[src/rtl/hazard_flush_ctrl.sv]
// Hazard and flush controller for the 5-stage RV64 pipeline: load-use stall,
// multi-cycle branch flush window, memory-wait freeze, perf counters and watchdog.
module hazard_flush_ctrl #(
    parameter int FLUSH_EXTRA = 1,
    parameter int MEM_TIMEOUT = 64,
    parameter int CNT_W       = 32
) (
    input  logic             clk,
    input  logic             reset,
    input  logic             idex_memread,
    input  logic [4:0]       idex_rd,
    input  logic [4:0]       ifid_rs1,
    input  logic [4:0]       ifid_rs2,
    input  logic             ifid_uses_rs2,
    input  logic             branch_taken,
    input  logic             mem_busy,
    output logic             pc_write,
    output logic             ifid_write,
    output logic             ifid_flush,
    output logic             idex_flush,
    output logic             pipe_hold,
    output logic [CNT_W-1:0] stall_cycles,
    output logic [CNT_W-1:0] flush_events,
    output logic             mem_timeout
);

    localparam int BUSY_W = $clog2(MEM_TIMEOUT + 1);
    localparam logic [BUSY_W-1:0] BUSY_LIMIT = BUSY_W'(MEM_TIMEOUT);
    localparam logic [3:0] FLUSH_INIT = 4'(FLUSH_EXTRA);

    localparam logic [0:0] RUN      = 1'b0;
    localparam logic [0:0] BR_FLUSH = 1'b1;

    logic [0:0]        state_reg, state_next;
    logic [3:0]        flush_cnt_reg, flush_cnt_next;
    logic [BUSY_W-1:0] busy_cnt_reg, busy_cnt_next;
    logic              mem_timeout_reg, mem_timeout_next;
    logic              load_use;
    logic              stall_inc;
    logic              flush_inc;
    logic [1:0]        cnt_inc;

    // x0 is hardwired to zero, so a load into it can never create a hazard
    assign load_use = idex_memread && (idex_rd != 5'd0) &&
                      ((idex_rd == ifid_rs1) || (ifid_uses_rs2 && (idex_rd == ifid_rs2)));

    always_comb begin
        state_next     = state_reg;
        flush_cnt_next = flush_cnt_reg;
        pc_write       = 1'b1;
        ifid_write     = 1'b1;
        ifid_flush     = 1'b0;
        idex_flush     = 1'b0;
        pipe_hold      = 1'b0;
        stall_inc      = 1'b0;
        flush_inc      = 1'b0;

        if (reset) begin
            pc_write       = 1'b0;
            ifid_write     = 1'b0;
            ifid_flush     = 1'b1;
            idex_flush     = 1'b1;
            state_next     = RUN;
            flush_cnt_next = 4'd0;
        end else if (mem_busy) begin
            // Frozen pipeline: EX/MEM re-presents any branch once the memory is ready
            pc_write   = 1'b0;
            ifid_write = 1'b0;
            pipe_hold  = 1'b1;
            stall_inc  = 1'b1;
        end else if (state_reg == BR_FLUSH) begin
            ifid_flush     = 1'b1;
            idex_flush     = 1'b1;
            flush_cnt_next = flush_cnt_reg - 4'd1;
            if (flush_cnt_reg <= 4'd1) begin
                state_next     = RUN;
                flush_cnt_next = 4'd0;
            end
        end else if (branch_taken) begin
            ifid_flush = 1'b1;
            idex_flush = 1'b1;
            flush_inc  = 1'b1;
            if (FLUSH_EXTRA > 0) begin
                state_next     = BR_FLUSH;
                flush_cnt_next = FLUSH_INIT;
            end
        end else if (load_use) begin
            pc_write   = 1'b0;
            ifid_write = 1'b0;
            idex_flush = 1'b1;
            stall_inc  = 1'b1;
        end
    end

    always_comb begin
        busy_cnt_next = '0;
        if (mem_busy) begin
            busy_cnt_next = (busy_cnt_reg == BUSY_LIMIT) ? busy_cnt_reg
                                                         : busy_cnt_reg + BUSY_W'(1);
        end
        mem_timeout_next = mem_timeout_reg || (busy_cnt_next == BUSY_LIMIT);
    end

    always_ff @(posedge clk) begin
        if (reset) begin
            state_reg       <= RUN;
            flush_cnt_reg   <= 4'd0;
            busy_cnt_reg    <= '0;
            mem_timeout_reg <= 1'b0;
        end else begin
            state_reg       <= state_next;
            flush_cnt_reg   <= flush_cnt_next;
            busy_cnt_reg    <= busy_cnt_next;
            mem_timeout_reg <= mem_timeout_next;
        end
    end

    // Index 0 counts stall cycles, index 1 counts accepted taken branches
    assign cnt_inc = {flush_inc, stall_inc};

    for (genvar gi = 0; gi < 2; gi++) begin : g_cnt
        logic [CNT_W-1:0] count_reg;
        always_ff @(posedge clk) begin
            if (reset) begin
                count_reg <= '0;
            end else if (cnt_inc[gi] && (count_reg != {CNT_W{1'b1}})) begin
                count_reg <= count_reg + CNT_W'(1);
            end
        end
    end

    assign stall_cycles = g_cnt[0].count_reg;
    assign flush_events = g_cnt[1].count_reg;
    assign mem_timeout  = mem_timeout_reg;

endmodule
[config.mk]
export PLATFORM = sky130hd
export DESIGN_NAME = hazard_flush_ctrl
export DESIGN_NICKNAME = d
export VERILOG_FILES = /design/src/rtl/hazard_flush_ctrl.sv
export SDC_FILE = /design/constraint.sdc
export NUM_CORES = 1
export LEC_CHECK = 0
export ABC_CLOCK_PERIOD_IN_PS = 3300
export CORE_MARGIN = 1.5
export CORE_UTILIZATION = 45
export DETAILED_ROUTE_END_ITERATION = 8
export GPL_TIMING_DRIVEN = 0
export PLACE_DENSITY = 0.73
export SETUP_SLACK_MARGIN = 0.2
export SYNTH_ARGS = -nofsm -noshare
export SYNTH_HDL_FRONTEND = slang
export SYNTH_SLANG_ARGS = --single-unit
[constraint.sdc]
create_clock -name clk -period 3.3 [get_ports clk]
set_input_delay 0.66 -clock clk [delete_from_list [all_inputs] [get_ports clk]]
set_output_delay 0.66 -clock clk [all_outputs]
set_load 0.01 [all_outputs]
# == Word level (Yosys, flattened, before mapping) ==
# Cells that the tools add are included.
# totals
regBits,77
out_inout_bits,70
elab_cells,58
# classes
addsub,4
n_lt_le_gt_ge,1
eq_ne,6
n_mux,30
n_bitwise,1
reduce_logical,10
# ops
op,count
"adder 32 x 1 -> 32 bit, second input constant",2
"inequality test 32 bit, second input constant",2
2-to-1 mux 1 bit,25
"equality test 7 bit, second input constant",2
2-to-1 mux 7 bit,2
2-to-1 mux 4 bit,3
equality test 5 bit,2
"adder 7 x 1 -> 7 bit, second input constant",1
logical AND 1 bit,5
nonzero test 5 bit,1
"less-or-equal comparator 4 x 1 -> 1 bit, second input constant",1
"subtractor 4 x 1 -> 4 bit, second input constant",1
logical OR 1 bit,2
AND reduction 2 bit,1
nonzero test 2 bit,1
inverter 1 bit,1

# == Longest topological paths before layout ==
# Gate-level depths: netlist of the first run.
# depth
depth_word,10
mapped_depth,8
mapped_depth_nobuf,7

# == Worst setup path after synthesis of the first run ==
# Ideal clock, no wire load.
# synth_timing
path_type,input port to output port
start,input port idex_rd[0]
end,output port pc_write
arrival_time_ns,1.780
setup_slack_ns,0.860
stages,4
path_buffers,1
cell_sequence,or3_1 -> o311ai_0 -> o311a_1 -> buf_4
# synth_via
elab_chain_cells,9
# synth_lines
element,line,source
from (decl),11,"input logic [4:0] idex_rd,"
equality test 5 bit,45,((idex_rd == ifid_rs1) || (ifid_uses_rs2 && (idex_rd == ifid_rs2)));
logical AND 1 bit,45,
logical OR 1 bit,45,
logical AND 1 bit *,44,assign load_use = idex_memread && (idex_rd != 5'd0) &&
2-to-1 mux 1 bit * (5 in a row),n/a,
to (decl),17,"output logic pc_write,"
# Mark *: on every way between the ends. The rest lies on a longest branch, timed or not.

# == Worst setup path after layout of the first run ==
# layout_timing
start,input port ifid_rs2[3]
end,output port ifid_write
# layout_via
elab_chain_cells,9
# layout_lines
element,line,source
from (decl),13,"input logic [4:0] ifid_rs2,"
equality test 5 bit,45,
logical AND 1 bit,45,
logical OR 1 bit,45,
logical AND 1 bit,44,
2-to-1 mux 1 bit,87,end else if (load_use) begin
2-to-1 mux 1 bit,79,end else if (branch_taken) begin
2-to-1 mux 1 bit,71,end else if (state_reg == BR_FLUSH) begin
2-to-1 mux 1 bit,65,end else if (mem_busy) begin
2-to-1 mux 1 bit,58,if (reset) begin
to (decl),18,"output logic ifid_write,"
# No other way between the ends.

==> results of run 1 <==
## cells in the mapped netlist (all sizes together) (2+ instances only)
cell type,instances,area (um2)
ha,6,75.1
and2,4,25.0
o21ai,17,85.1
inv,12,45.0
nand2,32,120
nor2b,4,25.0
a31oi,2,12.5
nor2,70,265
dfxtp,77,1540
nor4,12,75.1
mux2i,3,30.0
or4,2,15.0
nand3,27,135
xor2,21,184
mux2,2,22.5
and3,16,100
o211ai,3,22.5
or3,18,113
clkbuf,9,33.8
nand4,26,169
a21oi,15,75.1
a211oi,2,20.0
nor3,24,141
and4,8,70.1
xnor2,41,359
buf,10,53.8
## report_power, final
group	switching, mW	internal (mW)
Sequential	0.00931	0.934
Combinational	0.0803	0.0654
Clock	0.331	0.442
## how the worst max path moves through the flow
stage / end / slack (ns) / depth (start not counted)
5_1_grt: ifid_write / 0.19 / 7
3_3_place_gp: pc_write / -0.20 / 6
4_1_cts: pc_write / 0.20 / 8
3_5_place_dp: pc_write / -0.22 / 6
6_report: ifid_write / 0.29 / 7
2_1_floorplan: pc_write / 0.86 / 4
## cell type report
cell class	instances	area, um2
Buffer	19	87.6
Clock buffer	11	141
Clock inverter	4	72.6
Fill cell	776	3380
Inverter	12	45.0
Multi-Input combinational cell	374	2330
Sequential cell	77	1540
Tap cell	108	135
Timing Repair Buffer	92	905
## metal layers
layer	vias up	wire, um
met4	0	115
met5	-	0
met2	120	4870
met1	1844	4690
met3	12	515
li1	1915	-
## critical path, cell delays in order
cell	delay [ns]
clkdlybuf4s50_1	0.47
xnor2_1	0.12
nand4_1	0.17
o22ai_2	0.13
o311ai_2	0.13
o311a_1	0.37
dlygate4sd2_1	0.29
## cell families (layout without fill, tap and decap cells)
family,after synthesis,in the layout
buf+inv,31,138
simple gates,249,249
mux,5,5
fa+ha+maj,6,6
xor+xnor,62,62
compound gates,52,52
flops,77,77
## stage by stage
stage | total power, mW | instance area [um2] | setup slack, ns
3_3_place_gp | 1.11 | 5010 | -0.204
5_1_grt | 1.93 | 5260 | 0.192
2_1_floorplan | 1.04 | 3980 | 0.860
4_1_cts | 1.87 | 5230 | 0.197
3_5_place_dp | 1.11 | 5010 | -0.216
6_report | 1.86 | 5260 | 0.292
## timing repair
action                                  4_1_cts  5_1_grt
hold endpoints to repair                      0        0
endpoints found under the setup margin        3        2
gates cloned                                  0        0
pin swaps                                     3        7
resized for setup                            10        6
setup buffers                                 1        2
==> metrics.csv, run 1 <==
metric,value,unit
cts_tree,built,
hpwl,7.42,mm
critPathLaunchType,input port,
synth_top_family_by_area,simple AND/OR/NAND/NOR gates,
synth.cell_area,0.00398,mm2
synth-xor-area-share,0.136,
tns,0,ns
grt_first_pass_wirelength,17.3,mm
use_met3,0.0439,
min-delay-start,mem_timeout,
diodes,0,
cp_max_fo,2,
die_w,97.1,um
ant_nets,0,
ir_drop,0.232,mV
drive_gt1_frac,0.0679,
synth-edff-count,0,
synth_cells,482,
grt_pass1_vias,3643,
p_leak,1.82,nW
ys_types,52,
syn_avg_cell_area,8.26,um2
fin_crit_sh,0.912,
cts_max_level,3,
cellPowerDensity,354,mW/mm2
cts_hold_buf,0,
synth-simple-area-share,0.328,
met1_usage,0.289,
viasPerCell,5.58,
grt_use_total,0.218,
use_met2,0.357,
r2r-end,stall_cycles[5],
cp-end-kind,output port,
final_common_cell,clkdlybuf4s50_1,
worstMarginPinSlew,0.674,ns
drv_cap,0,
final_core_util,0.609,
grt-busiest-layer,met2,
period_minus_slack,3.01,ns
regToRegSetupSlack,0.86,ns
grt_max_degree,13,
clk_latency,0.34,ns
fin_skew,0.0116,ns
place_inst,679,
wirelength,10.2,mm
clockBufferDepth,2,
setup.worst_path.start,ifid_rs2[3],
grt-ovfl-total,0,
area_delta_synth_final,32.0,%
firstDrtPassIters,4,
synthFlopType,dfxtp_1,
hold_path_end,mem_timeout,
fin_cells,697,
core,0.00864,mm2
syn_nets,509,
crit_required,2.64,ns
routedWlPerCell,14.6,um
nets,612,
arrival,2.35,ns
relSlewSlack,0.551,
clock-sinks,77,
num_rows,34,
r2r_cells,8,
die_h,97.1,um
max_freq,332,MHz
crit_type,in -> out,
die_area,0.00942,mm2
setup_viol_count_final,0,
min_delay_path_depth,1,
hold_class,reg -> reg,
synth.area.mux_share,0.0132,
synth_compound_area_frac,0.0836,
finalHoldViolations,0,
ys_seq_area_frac,0.387,
drc,0,
via_count,3891,
synth_warnings,0,
clk_pin_slew,0.08,ns
slew_violations,0,
hold_ws,0.471,ns
drt_iter0_markers,177,
port_buffers,89,
root_buffer,clkbuf_8,
numCtsBuffers,9,
ioPinCount,91,
antenna_found_initial,0,
async_reset_ff_frac,0,
place_congestion,0.855,
r2r_start,stall_cycles[0],
synth_seq_cells,77,
status,completed,
synth-adder-area-share,0.0189,
mostFrequentLayoutCells,"clkdlybuf4s50_1, dfxtp_1, nor2_1",
rsz0062_at_grt,no,
start_util,0.461,
Note: power is estimated with default switching activity, not from simulation.
==> run 2: changes to the inputs <==
Settings changed: ABC_CLOCK_PERIOD_IN_PS 3300 to 3700, CAP_MARGIN from default to 40, SLEW_MARGIN from default to 20.
Clock period 3.3 ns to 3.7 ns, I/O delays scaled along.
==> run 2 against run 1 <==
  * Global-route usage stayed put
  * Register-to-register slack better by 0.42 ns
  * Clock power is 11% lower
  * Combinational power down 12%
  * First-iteration DRC count down 0.56%
  * Flip-flop and latch count is the same
  * Final cell count decreased by 0.29%
  * Via count fell by 0.51%
  * Largest power group unchanged
  * Core utilization down 0.20 points
  * Highest routed layer unchanged
  * Worst hold slack is essentially flat
==> metrics.csv, run 2 (synthesis gave the netlist of run 1 again) <==
metric,value,unit,change
status,completed,,unchanged
period_minus_slack,3.37,ns,
critPathLaunchType,input port,,unchanged
grt_pass1_vias,3643,,unchanged
crit_family,buffers and inverters,,unchanged
p_seq_frac,0.507,,about the same
cts_hold_buf,0,,unchanged
clk_pin_slew,0.08,ns,about the same
firstDrtPassIters,4,,unchanged
ioPinCount,91,,unchanged
grt_first_pass_wirelength,17.3,mm,unchanged
die_area,0.00942,mm2,unchanged
place_congestion,0.855,,unchanged
relSlewSlack,0.555,,was 0.551
rsz0062_at_grt,no,,unchanged
hold_class,reg -> reg,,unchanged
via_count,3871,,was 3891
start_util,0.461,,unchanged
cellPowerDensity,317,mW/mm2,was 354 mW/mm2
die_h,97.1,um,unchanged
critPathBufInv,2,,unchanged
p_int,1.29,mW,was 1.44 mW
drive_gt1_frac,0.0613,,was 0.0679
p_clk_frac,0.415,,about the same
grt_max_degree,13,,unchanged
nets,610,,was 612
hpwl,7.42,mm,unchanged
grt_use_total,0.218,,unchanged
root_buffer,clkbuf_8,,unchanged
numCtsBuffers,9,,unchanged
drc,0,,unchanged
routedWlPerCell,14.7,um,was 14.6 um
fin_crit_sh,0.911,,
fin_cells,695,,was 697
cpPeakStageDelay,0.48,ns,was 0.47 ns
final_common_cell,clkdlybuf4s50_1,,unchanged
arrival,2.63,ns,was 2.35 ns
cts_max_level,3,,unchanged
setup_viol_count_final,0,,unchanged
pwr-share-comb,0.078,,about the same
core,0.00864,mm2,unchanged
die_w,97.1,um,unchanged
cts_tree,built,,unchanged
timing.critical_path.mode_cell,clkdlybuf4s50_1,,
cp_max_fo,2,,unchanged
slew_violations,0,,unchanged
drt_iter0_markers,176,,was 177
swShare,0.226,,about the same
place_inst,679,,unchanged
cpMaxStageDelayCell,clkdlybuf4s50_1,,unchanged
ir_drop,0.207,mV,was 0.232 mV
ant_nets,0,,unchanged
crit_required,2.96,ns,was 2.64 ns
drv_cap,0,,unchanged
clockBufferDepth,2,,unchanged
antenna_found_initial,0,,unchanged
worstMarginPinSlew,0.668,ns,was 0.674 ns
num_rows,34,,unchanged
viasPerCell,5.57,,was 5.58
grt-ovfl-total,0,,unchanged
cp-end-kind,output port,,unchanged
clock-sinks,77,,unchanged
port_buffers,89,,unchanged
hold_ws,0.471,ns,about the same
p_switching,375,uW,was 421 uW
finalHoldViolations,0,,unchanged
tns,0,ns,unchanged
p_leak,1.80,nW,was 1.82 nW
fin_skew,0.0115,ns,was 0.0116 ns
clk_latency,0.34,ns,about the same
mostFrequentLayoutCells,"clkdlybuf4s50_1, dfxtp_1, nor2_1",,unchanged
wirelength,10.2,mm,about the same
crit_type,in -> out,,unchanged
diodes,0,,unchanged
max_freq,297,MHz,
crit_chain,clkdlybuf4s50_1 > xnor2_1 > nand3_1 > o22ai_2 > o311ai_2 > o311a_1 > clkdlybuf4s50_1,,was clkdlybuf4s50_1 > xnor2_1 > nand4_1 > o22ai_2 > o311ai_2 > o311a_1 > dlygate4sd2_1
area_delta_synth_final,31.6,%,was 32.0%
## run 2: power groups by stage
stage | registers [mW] | clock network [mW] | logic, mW
2_1_floorplan | 0.860 | 0 | 0.0704
3_3_place_gp | 0.861 | 0 | 0.126
3_5_place_dp | 0.861 | 0 | 0.128
4_1_cts | 0.842 | 0.702 | 0.128
5_1_grt | 0.842 | 0.741 | 0.141
6_report | 0.842 | 0.690 | 0.129
## run 2: routing by layer
| metal | up-vias | global-route usage | wire length [um] |
|---|---|---|---|
| met1 | 1835 | 0.289 | 4770 |
| met2 | 109 | 0.357 | 4810 |
| met5 | - | 0 | 0 |
| met3 | 14 | 0.0439 | 500 |
| li1 | 1913 | - | - |
| met4 | 0 | 0.0736 | 125 |
## run 2: worst paths after layout
path / startpoint / to / slack [ns] / cells after the start
setup reg to reg: stall_cycles[0] / stall_cycles[9] / 1.28 / 8
setup / recovery: ifid_rs1[1] / ifid_write / 0.33 / 7
hold reg to reg: mem_timeout / mem_timeout / 0.47 / 1
hold / removal: mem_timeout / mem_timeout / 0.47 / 1
## run 2: layout make-up
cell class	instances	area, um2
multi-input combinational	374	2320
clock buffer	11	141
clock inverter	4	72.6
tap	108	135
buffer	19	87.6
fill	777	3400
sequential	77	1540
inverter	12	45.0
timing repair buffer	90	895
## run 2: stage by stage
stage,setup WS [ns],util,cell area [um2],total power [mW]
6_report,0.328,0.607,5240,1.66
5_1_grt,0.219,0.607,5240,1.72
4_1_cts,0.239,0.606,5230,1.67
3_3_place_gp,0.0360,0.580,5010,0.987
3_5_place_dp,0.0235,0.580,5010,0.989
2_1_floorplan,1.10,-,3980,0.930
## run 2: what timing repair did
| item | 4_1_cts | 5_1_grt |
|---|---|---|
| hold endpoints to repair | 0 | 0 |
| endpoints found under the setup margin | 2 | 1 |
| buffers inserted | 1 | 0 |
| pin swaps | 3 | 3 |
| gates resized for setup | 7 | 2 |
==> run 3: changes to the inputs <==
Settings changed: CORE_MARGIN 1.5 to 2, CTS_CLUSTER_SIZE from default to 14.
==> run 3 against run 2 <==
  * Register-to-register slack improved by 0.09 ns
  * Sequential share of layout area barely moved
  * Clock-buffer cell count is 1 higher
  * Sequential power barely moved
  * Final cell count is 0.29% higher
  * Fmax about the same
  * Power is 2.3% lower
  * Die area up 2.1%
  * Critical path depth unchanged
  * Setup slack improved by 0.0027 ns
  * Clock power shrank 6.1%
  * Non-clock buffer count up 2
  * Critical endpoint unchanged
==> metrics.csv, run 3 (synthesis gave the netlist of run 1 again) <==
metric,value,unit,change
die_h,98.1,um,was 97.1 um
met1_usage,0.299,,was 0.289
clk_pin_slew,0.08,ns,about the same
rsz0062_at_grt,no,,unchanged
arrival,2.63,ns,about the same
drive_gt1_frac,0.0645,,was 0.0613
setup_viol_count_final,0,,unchanged
critPathBufInv,2,,unchanged
crit_type,in -> out,,unchanged
cp-end-kind,output port,,unchanged
p_leak,1.80,nW,about the same
grt_first_pass_wirelength,18.1,mm,was 17.3 mm
cts_max_level,3,,unchanged
period_minus_slack,3.37,ns,about the same
use_met2,0.369,,was 0.357
place_congestion,0.846,,was 0.855
grt-ovfl-total,0,,unchanged
via_count,3863,,was 3871
cts_hold_buf,0,,unchanged
clk_latency,0.35,ns,was 0.34 ns
r2r_start,stall_cycles[0],,unchanged
hold_path_end,mem_timeout,,unchanged
grt_pass1_vias,3844,,was 3643
clock-sinks,77,,unchanged
cpMaxStageDelayCell,clkdlybuf4s50_1,,unchanged
routedWlPerCell,15.0,um,was 14.7 um
critPathLaunchType,input port,,unchanged
wirelength,10.5,mm,was 10.2 mm
fin_skew,0.0125,ns,was 0.0115 ns
fin_crit_sh,0.910,,was 0.911
diodes,0,,unchanged
numCtsBuffers,9,,unchanged
r2r-end,stall_cycles[9],,unchanged
antenna_found_initial,0,,unchanged
cpPeakStageDelay,0.49,ns,was 0.48 ns
start_util,0.461,,unchanged
regToRegSetupSlack,1.37,ns,was 1.28 ns
relSlewSlack,0.541,,was 0.555
hold_class,reg -> reg,,unchanged
ioPinCount,91,,unchanged
slew_violations,0,,unchanged
drt_iter0_markers,179,,was 176
num_rows,34,,unchanged
hold_ws,0.469,ns,was 0.471 ns
area_delta_synth_final,31.7,%,was 31.6%
grt_use_total,0.224,,was 0.218
grt_max_degree,13,,unchanged
cellPowerDensity,309,mW/mm2,was 317 mW/mm2
crit_required,2.96,ns,about the same
root_buffer,clkbuf_8,,unchanged
port_buffers,89,,unchanged
cp_max_fo,2,,unchanged
use_met3,0.0379,,was 0.0439
firstDrtPassIters,4,,unchanged
timing.critical_path.mode_cell,clkdlybuf4s50_1,,unchanged
die_w,98.1,um,was 97.1 um
cts_tree,built,,unchanged
crit_family,buffers and inverters,,unchanged
min-delay-start,mem_timeout,,unchanged
ir_drop,0.173,mV,was 0.207 mV
die_area,0.00962,mm2,was 0.00942 mm2
min_delay_path_depth,1,,unchanged
mostFrequentLayoutCells,"clkdlybuf4s50_1, dfxtp_1, nor2_1",,unchanged
tns,0,ns,unchanged
max_freq,297,MHz,about the same
hpwl,7.58,mm,was 7.42 mm
status,completed,,unchanged
final_common_cell,clkdlybuf4s50_1,,unchanged
drc,0,,unchanged
nets,612,,was 610
r2r_cells,8,,unchanged
crit_chain,clkdlybuf4s50_1 > xnor2_1 > nand3_1 > o22ai_2 > o311ai_2 > o311a_1 > clkdlybuf4s50_1,,unchanged
clockBufferDepth,2,,unchanged
grt-busiest-layer,met2,,unchanged
viasPerCell,5.54,,was 5.57
n_fill_cell,787,,was 777
drv_cap,0,,unchanged
worstMarginPinSlew,0.688,ns,was 0.668 ns
finalHoldViolations,0,,unchanged
ant_nets,0,,unchanged
core,0.00864,mm2,unchanged
run 3: worst max path at each step:
stage,from,end,slack (ns),depth (start not counted)
global route,ifid_rs1[4],ifid_write,0.24,7
detailed placement,idex_rd[0],pc_write,0.04,6
CTS,idex_rd[2],pc_write,0.21,8
global placement,idex_rd[0],pc_write,0.05,6
finish,ifid_rs1[1],ifid_write,0.33,7
floorplan,idex_rd[0],pc_write,1.10,4
run 3: report_power, final:
part	switching [mW]	internal (mW)
clock network	0.303	0.345
registers	0.00801	0.833
logic	0.0728	0.0607
total	0.384	1.24
run 3: timing repair:
item                                    in CTS  in global routing
buffers inserted                             1                  2
endpoints found under the setup margin       2                  1
pin swaps                                    0                  4
gates resized for setup                      7                  2
run 3: per-stage QoR:
| step | std cells | setup slack [ns] | instance area, um2 | power [mW] | util |
|---|---|---|---|---|---|
| 2_1_floorplan | 482 | 1.10 | 3980 | 0.930 | - |
| 6_report | 697 | 0.331 | 5250 | 1.62 | 0.607 |
| 3_3_place_gp | 679 | 0.0470 | 5010 | 0.987 | 0.580 |
| 5_1_grt | 697 | 0.237 | 5250 | 1.70 | 0.607 |
| 4_1_cts | 695 | 0.207 | 5230 | 1.64 | 0.605 |
| 3_5_place_dp | 679 | 0.0419 | 5010 | 0.990 | 0.580 |
run 3: final cells by class:
| cell class | instances | area [um2] | share of cell area |
|---|---|---|---|
| multi-input combinational | 374 | 2320 | 0.443 |
| timing repair buffer | 92 | 913 | 0.174 |
| clock inverter | 3 | 45.0 | 0.00859 |
| inverter | 12 | 45.0 | 0.00859 |
| buffer | 19 | 87.6 | 0.0167 |
| sequential | 77 | 1540 | 0.294 |
| clock buffer | 12 | 155 | 0.0296 |
| tap | 108 | 135 | 0.0258 |
run 3: worst reg2reg max path: cells and delay by family (launching register included):
kind	cells	cell delay, ns
buffers and inverters	1	0.41
XOR/XNOR	1	0.17
adder cells (fa/ha/maj)	1	0.26
AND/OR/NAND/NOR	5	0.93
flip-flops	1	0.44
run 3: per-layer routing:
metal  routed length (um)  vias up  part of all wire
li1                     -     1919                 -
met1                 4840     1832              0.46
met2                 4930      102              0.47
met3                  576       10             0.055
met4                  125        0             0.012
met5                    0        -                 0
